`src/rtl/ov5640_pkg.sv`:
```
// Shared constants for the OV5640 front end: SCCB device address, the power-up
// register table and the SCCB state encoding.
package ov5640_pkg;

    localparam logic [7:0] DEV_ADDR  = 8'h78;
    localparam int         TABLE_LEN = 11;

    // {addr16, data8}, sent in index order
    localparam logic [23:0] REG_TABLE [TABLE_LEN] = '{
        24'h3103_11, 24'h3008_82, 24'h3017_FF, 24'h3018_FF,
        24'h4300_61, 24'h501F_01,
        24'h3808_02, 24'h3809_80, 24'h380A_01, 24'h380B_E0,
        24'h3008_02
    };

    typedef enum logic [3:0] {
        ST_IDLE, ST_START, ST_BYTE0, ST_BYTE1, ST_BYTE2, ST_BYTE3,
        ST_STOP, ST_GAP, ST_DONE
    } sccb_state_t;

endpackage

```
`src/rtl/ov5640_sccb_write.sv`:
```
// Single SCCB write engine: START, device/addr-hi/addr-lo/data bytes (9 bits
// each, 9th bit released high), STOP. One bit = four quarter-periods of QUARTER cycles.
module ov5640_sccb_write
    import ov5640_pkg::*;
#(
    parameter int QUARTER = 2
) (
    input  logic        sys_clk,
    input  logic        sys_rst,
    input  logic        start,
    input  logic [15:0] addr16,
    input  logic [7:0]  data8,
    output logic        busy,
    output logic        done,
    output logic        scl,
    output logic        sda
);

    localparam int QW = (QUARTER > 1) ? $clog2(QUARTER) : 1;

    sccb_state_t   state, state_nxt;
    logic [QW-1:0] qcnt;
    logic [1:0]    quarter;
    logic [3:0]    bit_idx;
    logic [15:0]   addr_q;
    logic [7:0]    data_q;
    logic [7:0]    cur_byte;
    logic          tick, period_end, scl_nxt, sda_nxt;

    assign tick       = (qcnt == QW'(QUARTER - 1));
    assign period_end = tick && (quarter == 2'd3);
    assign busy       = (state != ST_IDLE);

    // NOTE: every always_comb output gets a default first, so no path can infer a latch.
    always_comb begin
        state_nxt = state;
        scl_nxt   = 1'b1;
        sda_nxt   = 1'b1;
        cur_byte  = DEV_ADDR;
        case (state)
            ST_BYTE1: cur_byte = addr_q[15:8];
            ST_BYTE2: cur_byte = addr_q[7:0];
            ST_BYTE3: cur_byte = data_q;
            default:  cur_byte = DEV_ADDR;
        endcase
        case (state)
            ST_IDLE:  if (start) state_nxt = ST_START;
            ST_START: begin
                sda_nxt = !quarter[1];
                if (period_end) state_nxt = ST_BYTE0;
            end
            ST_BYTE0, ST_BYTE1, ST_BYTE2, ST_BYTE3: begin
                // scl low for quarters 0-1; sda set up while scl is low
                scl_nxt = quarter[1];
                sda_nxt = (bit_idx == 4'd8) ? 1'b1 : cur_byte[3'd7 - bit_idx[2:0]];
                if (period_end && bit_idx == 4'd8) begin
                    case (state)
                        ST_BYTE0: state_nxt = ST_BYTE1;
                        ST_BYTE1: state_nxt = ST_BYTE2;
                        ST_BYTE2: state_nxt = ST_BYTE3;
                        default:  state_nxt = ST_STOP;
                    endcase
                end
            end
            ST_STOP: begin
                scl_nxt = quarter[1];
                sda_nxt = (quarter == 2'd3);
                if (period_end) state_nxt = ST_IDLE;
            end
            default: state_nxt = ST_IDLE;
        endcase
    end

    // NOTE: sequential state uses non-blocking assignments so all registers update together.
    always_ff @(posedge sys_clk or posedge sys_rst) begin
        if (sys_rst) begin
            state   <= ST_IDLE;
            qcnt    <= '0;
            quarter <= 2'd0;
            bit_idx <= 4'd0;
            addr_q  <= 16'h0;
            data_q  <= 8'h0;
            scl     <= 1'b1;
            sda     <= 1'b1;
            done    <= 1'b0;
        end else begin
            state <= state_nxt;
            scl   <= scl_nxt;
            sda   <= sda_nxt;
            done  <= (state == ST_STOP) && period_end;
            if (state == ST_IDLE) begin
                qcnt    <= '0;
                quarter <= 2'd0;
                bit_idx <= 4'd0;
                if (start) begin
                    addr_q <= addr16;
                    data_q <= data8;
                end
            end else begin
                qcnt <= tick ? '0 : qcnt + 1'b1;
                if (tick) quarter <= quarter + 2'd1;
                if (period_end)
                    bit_idx <= (state inside {ST_BYTE0, ST_BYTE1, ST_BYTE2, ST_BYTE3}
                                && bit_idx != 4'd8) ? bit_idx + 4'd1 : 4'd0;
            end
        end
    end

endmodule

```
`src/rtl/ov5640_cam_top.sv`:
```
// OV5640 front end: power-up hold, SCCB register table load, then DVP byte
// pairing into RGB565 words once FRAME_SKIP frames have passed.
module ov5640_cam_top
    import ov5640_pkg::*;
#(
    parameter int CLK_FREQ    = 25_000_000,
    parameter int SCCB_FREQ   = 250_000,
    parameter int INIT_CYCLES = 500_000,
    parameter int FRAME_SKIP  = 10
) (
    input  logic        sys_clk,
    input  logic        sys_rst,
    input  logic        ov5640_pclk,
    input  logic        ov5640_href,
    input  logic        ov5640_vsync,
    input  logic [7:0]  ov5640_data,
    output logic        sys_init_down,
    output logic        cfg_down,
    output logic        sccb_scl,
    output logic        sccb_sda,
    output logic        ov5640_wr_en,
    output logic [15:0] ov5640_data_out
);

    localparam int SCL_PERIOD = CLK_FREQ / SCCB_FREQ;
    localparam int IW         = $clog2(INIT_CYCLES);
    localparam int PW         = $clog2(SCL_PERIOD);
    localparam int FW         = $clog2(FRAME_SKIP + 1);

    // pixel bus is sampled on sys_clk; pclk is sys_clk-synchronous on this board
    logic unused_pclk;
    assign unused_pclk = ov5640_pclk;

    logic [IW-1:0] init_cnt;
    sccb_state_t   cfg_state, cfg_nxt;
    logic [3:0]    idx;
    logic [PW-1:0] gap_cnt;
    logic [23:0]   entry;
    logic          eng_start, eng_busy, eng_done;

    always_ff @(posedge sys_clk or posedge sys_rst) begin
        if (sys_rst) begin
            init_cnt      <= '0;
            sys_init_down <= 1'b0;
        end else if (!sys_init_down) begin
            if (init_cnt == IW'(INIT_CYCLES - 1)) sys_init_down <= 1'b1;
            else                                  init_cnt      <= init_cnt + 1'b1;
        end
    end

    assign entry = REG_TABLE[idx];

    always_comb begin
        cfg_nxt   = cfg_state;
        eng_start = 1'b0;
        case (cfg_state)
            ST_IDLE: if (sys_init_down && !eng_busy) begin
                eng_start = 1'b1;
                cfg_nxt   = ST_START;
            end
            ST_START: if (eng_done)
                cfg_nxt = (idx == 4'(TABLE_LEN - 1)) ? ST_DONE : ST_GAP;
            ST_GAP: if (gap_cnt == PW'(SCL_PERIOD - 1) && !eng_busy) begin
                eng_start = 1'b1;
                cfg_nxt   = ST_START;
            end
            ST_DONE: cfg_nxt = ST_DONE;
            default: cfg_nxt = ST_IDLE;
        endcase
    end

    always_ff @(posedge sys_clk or posedge sys_rst) begin
        if (sys_rst) begin
            cfg_state <= ST_IDLE;
            idx       <= 4'd0;
            gap_cnt   <= '0;
            cfg_down  <= 1'b0;
        end else begin
            cfg_state <= cfg_nxt;
            if (cfg_state == ST_START && cfg_nxt == ST_GAP) idx <= idx + 4'd1;
            gap_cnt <= (cfg_state == ST_GAP) ? gap_cnt + 1'b1 : '0;
            if (cfg_nxt == ST_DONE) cfg_down <= 1'b1;
        end
    end

    ov5640_sccb_write #(.QUARTER(SCL_PERIOD / 4)) u_sccb (
        .sys_clk (sys_clk),
        .sys_rst (sys_rst),
        .start   (eng_start),
        .addr16  (entry[23:8]),
        .data8   (entry[7:0]),
        .busy    (eng_busy),
        .done    (eng_done),
        .scl     (sccb_scl),
        .sda     (sccb_sda)
    );

    logic          vsync_d, cap_en, phase, pair_flag;
    logic [FW-1:0] frame_cnt;
    logic [7:0]    byte_hi, byte_lo;

    always_ff @(posedge sys_clk or posedge sys_rst) begin
        if (sys_rst) begin
            vsync_d         <= 1'b0;
            frame_cnt       <= '0;
            cap_en          <= 1'b0;
            phase           <= 1'b0;
            pair_flag       <= 1'b0;
            byte_hi         <= 8'h0;
            byte_lo         <= 8'h0;
            ov5640_wr_en    <= 1'b0;
            ov5640_data_out <= 16'h0;
        end else begin
            vsync_d <= ov5640_vsync;
            if (cfg_down && !cap_en && ov5640_vsync && !vsync_d) begin
                if (frame_cnt == FW'(FRAME_SKIP - 1)) cap_en <= 1'b1;
                frame_cnt <= frame_cnt + 1'b1;
            end
            // phase clears whenever href drops, so a trailing odd byte is discarded
            if (ov5640_href) begin
                phase <= !phase;
                if (!phase) byte_hi <= ov5640_data;
                else        byte_lo <= ov5640_data;
            end else begin
                phase <= 1'b0;
            end
            pair_flag    <= ov5640_href && phase;
            ov5640_wr_en <= pair_flag && cap_en;
            if (pair_flag && cap_en) ov5640_data_out <= {byte_hi, byte_lo};
        end
    end

endmodule

```
`config.mk`:
```
export PLATFORM = sky130hd
export DESIGN_NAME = ov5640_cam_top
export DESIGN_NICKNAME = d
export VERILOG_FILES = /design/src/rtl/ov5640_pkg.sv /design/src/rtl/ov5640_sccb_write.sv /design/src/rtl/ov5640_cam_top.sv
export SDC_FILE = /design/constraint.sdc
export NUM_CORES = 1
export LEC_CHECK = 0
export CORE_UTILIZATION = 55
export CTS_BUF_LIST = sky130_fd_sc_hd__clkbuf_16
export DETAILED_ROUTE_END_ITERATION = 12
export GPL_ROUTABILITY_DRIVEN = 0
export PLACE_DENSITY = 0.75
export SYNTH_ARGS = -nofsm -noshare
export SYNTH_HDL_FRONTEND = slang
export SYNTH_SLANG_ARGS = --single-unit
```
`constraint.sdc`:
```
create_clock -name sys_clk -period 6.9 [get_ports sys_clk]
set_clock_uncertainty 0.2 [all_clocks]
set_input_delay 0.69 -clock sys_clk [delete_from_list [all_inputs] [get_ports sys_clk]]
set_output_delay 0.69 -clock sys_clk [all_outputs]
set_load 0.005 [all_outputs]
```
==> results.md <==
- Setup Crit Path Kind: reg2reg
- Root Driver: clkbuf_16
- Initial Utilization: 0.5664
- CP endpoint: u_sccb.data_q[3]$_DFFE_PP0P_
- EDFF count, synth: 0
- Largest net degree at the start of global routing: 80
- 1st-iter DRT viols: 103
- Top sig layer: met4
- Final instance area: 5881 sq um
- CP arrival: 2850 ps
- M1 WL: 4144 microns
- TNS Setup: 0 ps
- Finished Layout Cells: 613
- Main synth FF type: dfrtp_1
- Fraction of layout cells with a size suffix above 1: 0.1315
- DIE WIDTH: 99.32 microns
- DRC viols: 0
- Final hold viol count: 0
- Status: finished clean
- Die area: 9863 sq um
- # diodes: 0
- Flops & latches, synth: 111
- Most frequent cells in the layout: dfrtp_1, nand2_1, nor2_1, mux2_2, clkdlybuf4s50_1
- Mapped Cells: 472
- Row count: 35
- Worst R2R End: u_sccb.data_q[3]$_DFFE_PP0P_
- Grt ovf: 0
- Vias in the first global route: 3444
- Synth Warn #: 0
- DR vias/cell: 5.591
- Synth top area cells: dfrtp_1, mux2_2, ha_1
- Critical Path RT: 6920 ps
- R2R cell count: 3
- Cell Pwr Density: 212.3 nW/um^2
- Critical Path Start Type: register
- Most common cell after layout, fill and taps aside: dfrtp_1
- Reg2reg setup slack: 4070 ps
- Slew headroom: 0.3514
- Syn Nets: 499
- Peak VDD IR: 126.6 uV
- Worst slew pin tran: 972.9 ps
- Setup Viol. Count Final: 0
- Final wirelength: 9009 microns
- Yosys top cell area share: 0.5237
- Syn_area_per_cell: 11.04 sq um
- Routed via count: 3427
- Routed length per placed instance: 14.70 microns
- WL met2: 4404 microns
- Post-synth ARST share: 1.000
- RSZ-0062 raised after global routing: false
- DR WL met3: 329 microns
- IO Pins: 34
- DPL Wire Length: 6123 microns
- Total Routing Usage GR: 0.2009
- # clock sinks: 111
- CTS clk-pin slew, worst paths: 80 ps
- Hold Path Class: reg2reg
- Setup bufs post-CTS: 0
- CP endpoint kind: register
- # port buffers: 32
- DP Area: 5557 sq um
- Synthesis-to-layout area growth: 12.90%
- First-pass GRT wire length: 15730 microns
- Placed Cells: 597
- Synthesized area: 5209 sq um
- Gates resized, CTS repair: 0
- Synth cell types: 63
- Min Tclk post-route: 2833 ps
- Die H: 99.32 microns
- Crit Path Max Fanout: 31
- Maxcap violations: 0
- Clock tree from TritonCTS: built
- Max clock buf depth: 2
- Tcrit/Tclk final: 0.4105
- Sequential element share of the synthesized area: 0.5337
- Worst-Skew Late Latency: 350 ps
- Top cell type by total area after synthesis: dfrtp_1
- Hold_buf cts: 0
- Total power draw: 0.001249 W
- Initial antenna violation count: 0
- DRT Pass-1 Iters: 4
- Routed Antenna Nets: 0
- Pleak: 2.640 nW
- Crit. Startpoint: u_sccb.state[0]$_DFFE_PP0P_
- H-tree Lvls: 3
- Core box area: 9196 sq um
- Slew Limit Fails: 0
- Final net count: 524
- Max frequency: 353.0 MHz
- R2r startpoint: u_sccb.state[0]$_DFFE_PP0P_
- Num CTS Buffers: 9
[where the power goes]
part / total, W / switching [W] / internal [W]
clock: 0.000534 / 0.000269 / 0.000265
combinational: 0.0000398 / 0.0000202 / 0.0000196
sequential: 0.000674 / 0.00000771 / 0.000667
[kinds of logic (layout without fill, tap and decap cells)]
group | Yosys count | count (layout) | synth area share
muxes | 36 | 36 | 0.07711
AOI/OAI and AO/OA | 73 | 73 | 0.09080
xor gates and xnor gates | 31 | 31 | 0.05213
and+or+nand+nor | 165 | 165 | 0.1727
adders and majority gates | 14 | 14 | 0.03363
DFF | 111 | 111 | 0.5338
buffers and inverters | 42 | 72 | 0.03988
[critical path: stages (launching register included)]
cell,delay [ps]
dfrtp_1,660
nor3_2,640
nand2_1,700
o41ai_1,500
[per-layer routing]
layer,track usage,up-vias
met4,0.06900,0
met2,0.3296,51
met5,0,-
li1,-,1687
met3,0.04708,12
met1,0.2640,1677
[cells in the mapped netlist (7+ instances only)]
master and instances:
xor2_1 17, nand2_1 40, clkbuf_1 10, inv_1 23
a21oi_1 21, nor2b_1 12, xnor2_1 14, nor2_1 36
nand4_1 9, dfrtp_1 109, or3_1 7, o21ai_0 18
ha_1 14, nor3_1 9, mux2_2 33, nand3_1 13
[worst min path at each step]
| stage | from | end | slack, ps | cells after the start |
|---|---|---|---|---|
| 3_5_place_dp | u_sccb.data_q[4]$_DFFE_PP0P_ | u_sccb.data_q[4]$_DFFE_PP0P_ | 270 | 2 |
| 6_report | frame_cnt[3]$_DFFE_PP0P_ | frame_cnt[3]$_DFFE_PP0P_ | 280 | 1 |
| 2_1_floorplan | u_sccb.addr_q[0]$_DFFE_PP0P_ | u_sccb.addr_q[0]$_DFFE_PP0P_ | 240 | 2 |
| 5_1_grt | init_cnt[18]$_DFFE_PP0P_ | init_cnt[18]$_DFFE_PP0P_ | 300 | 1 |
| 4_1_cts | frame_cnt[3]$_DFFE_PP0P_ | frame_cnt[3]$_DFFE_PP0P_ | 290 | 1 |
| 3_3_place_gp | u_sccb.addr_q[1]$_DFFE_PP0P_ | u_sccb.addr_q[1]$_DFFE_PP0P_ | 260 | 2 |
[metrics by stage]
step	setup WS (ps)	util	hold slack, ps
finish	4067	0.6395	276.0
global placement	4136	0.6042	255.9
floorplan	3083	-	241.4
CTS	4090	0.6395	285.3
detailed placement	4111	0.6042	269.0
global route	3654	0.6395	296.2
[cell type report]
cell class                 count  area (sq um)
multi-input combinational    319          2221
timing repair buffer          33         327.8
inverter                      23         88.84
fill                         747          3316
sequential                   111          2780
clock inverter                 7         98.84
tap                          111         138.9
clock buffer                   9         225.2
[registers in the layout, indices dropped and copies added, names as in the netlist, 5 cells and up]
register         flops
u_sccb.data_q        6
ov5640_data_out     16
gap_cnt              7
byte_lo              8
byte_hi              8
u_sccb.addr_q       11
u_sccb.qcnt          5
init_cnt            19
Note: power is estimated with default switching activity, not from simulation.
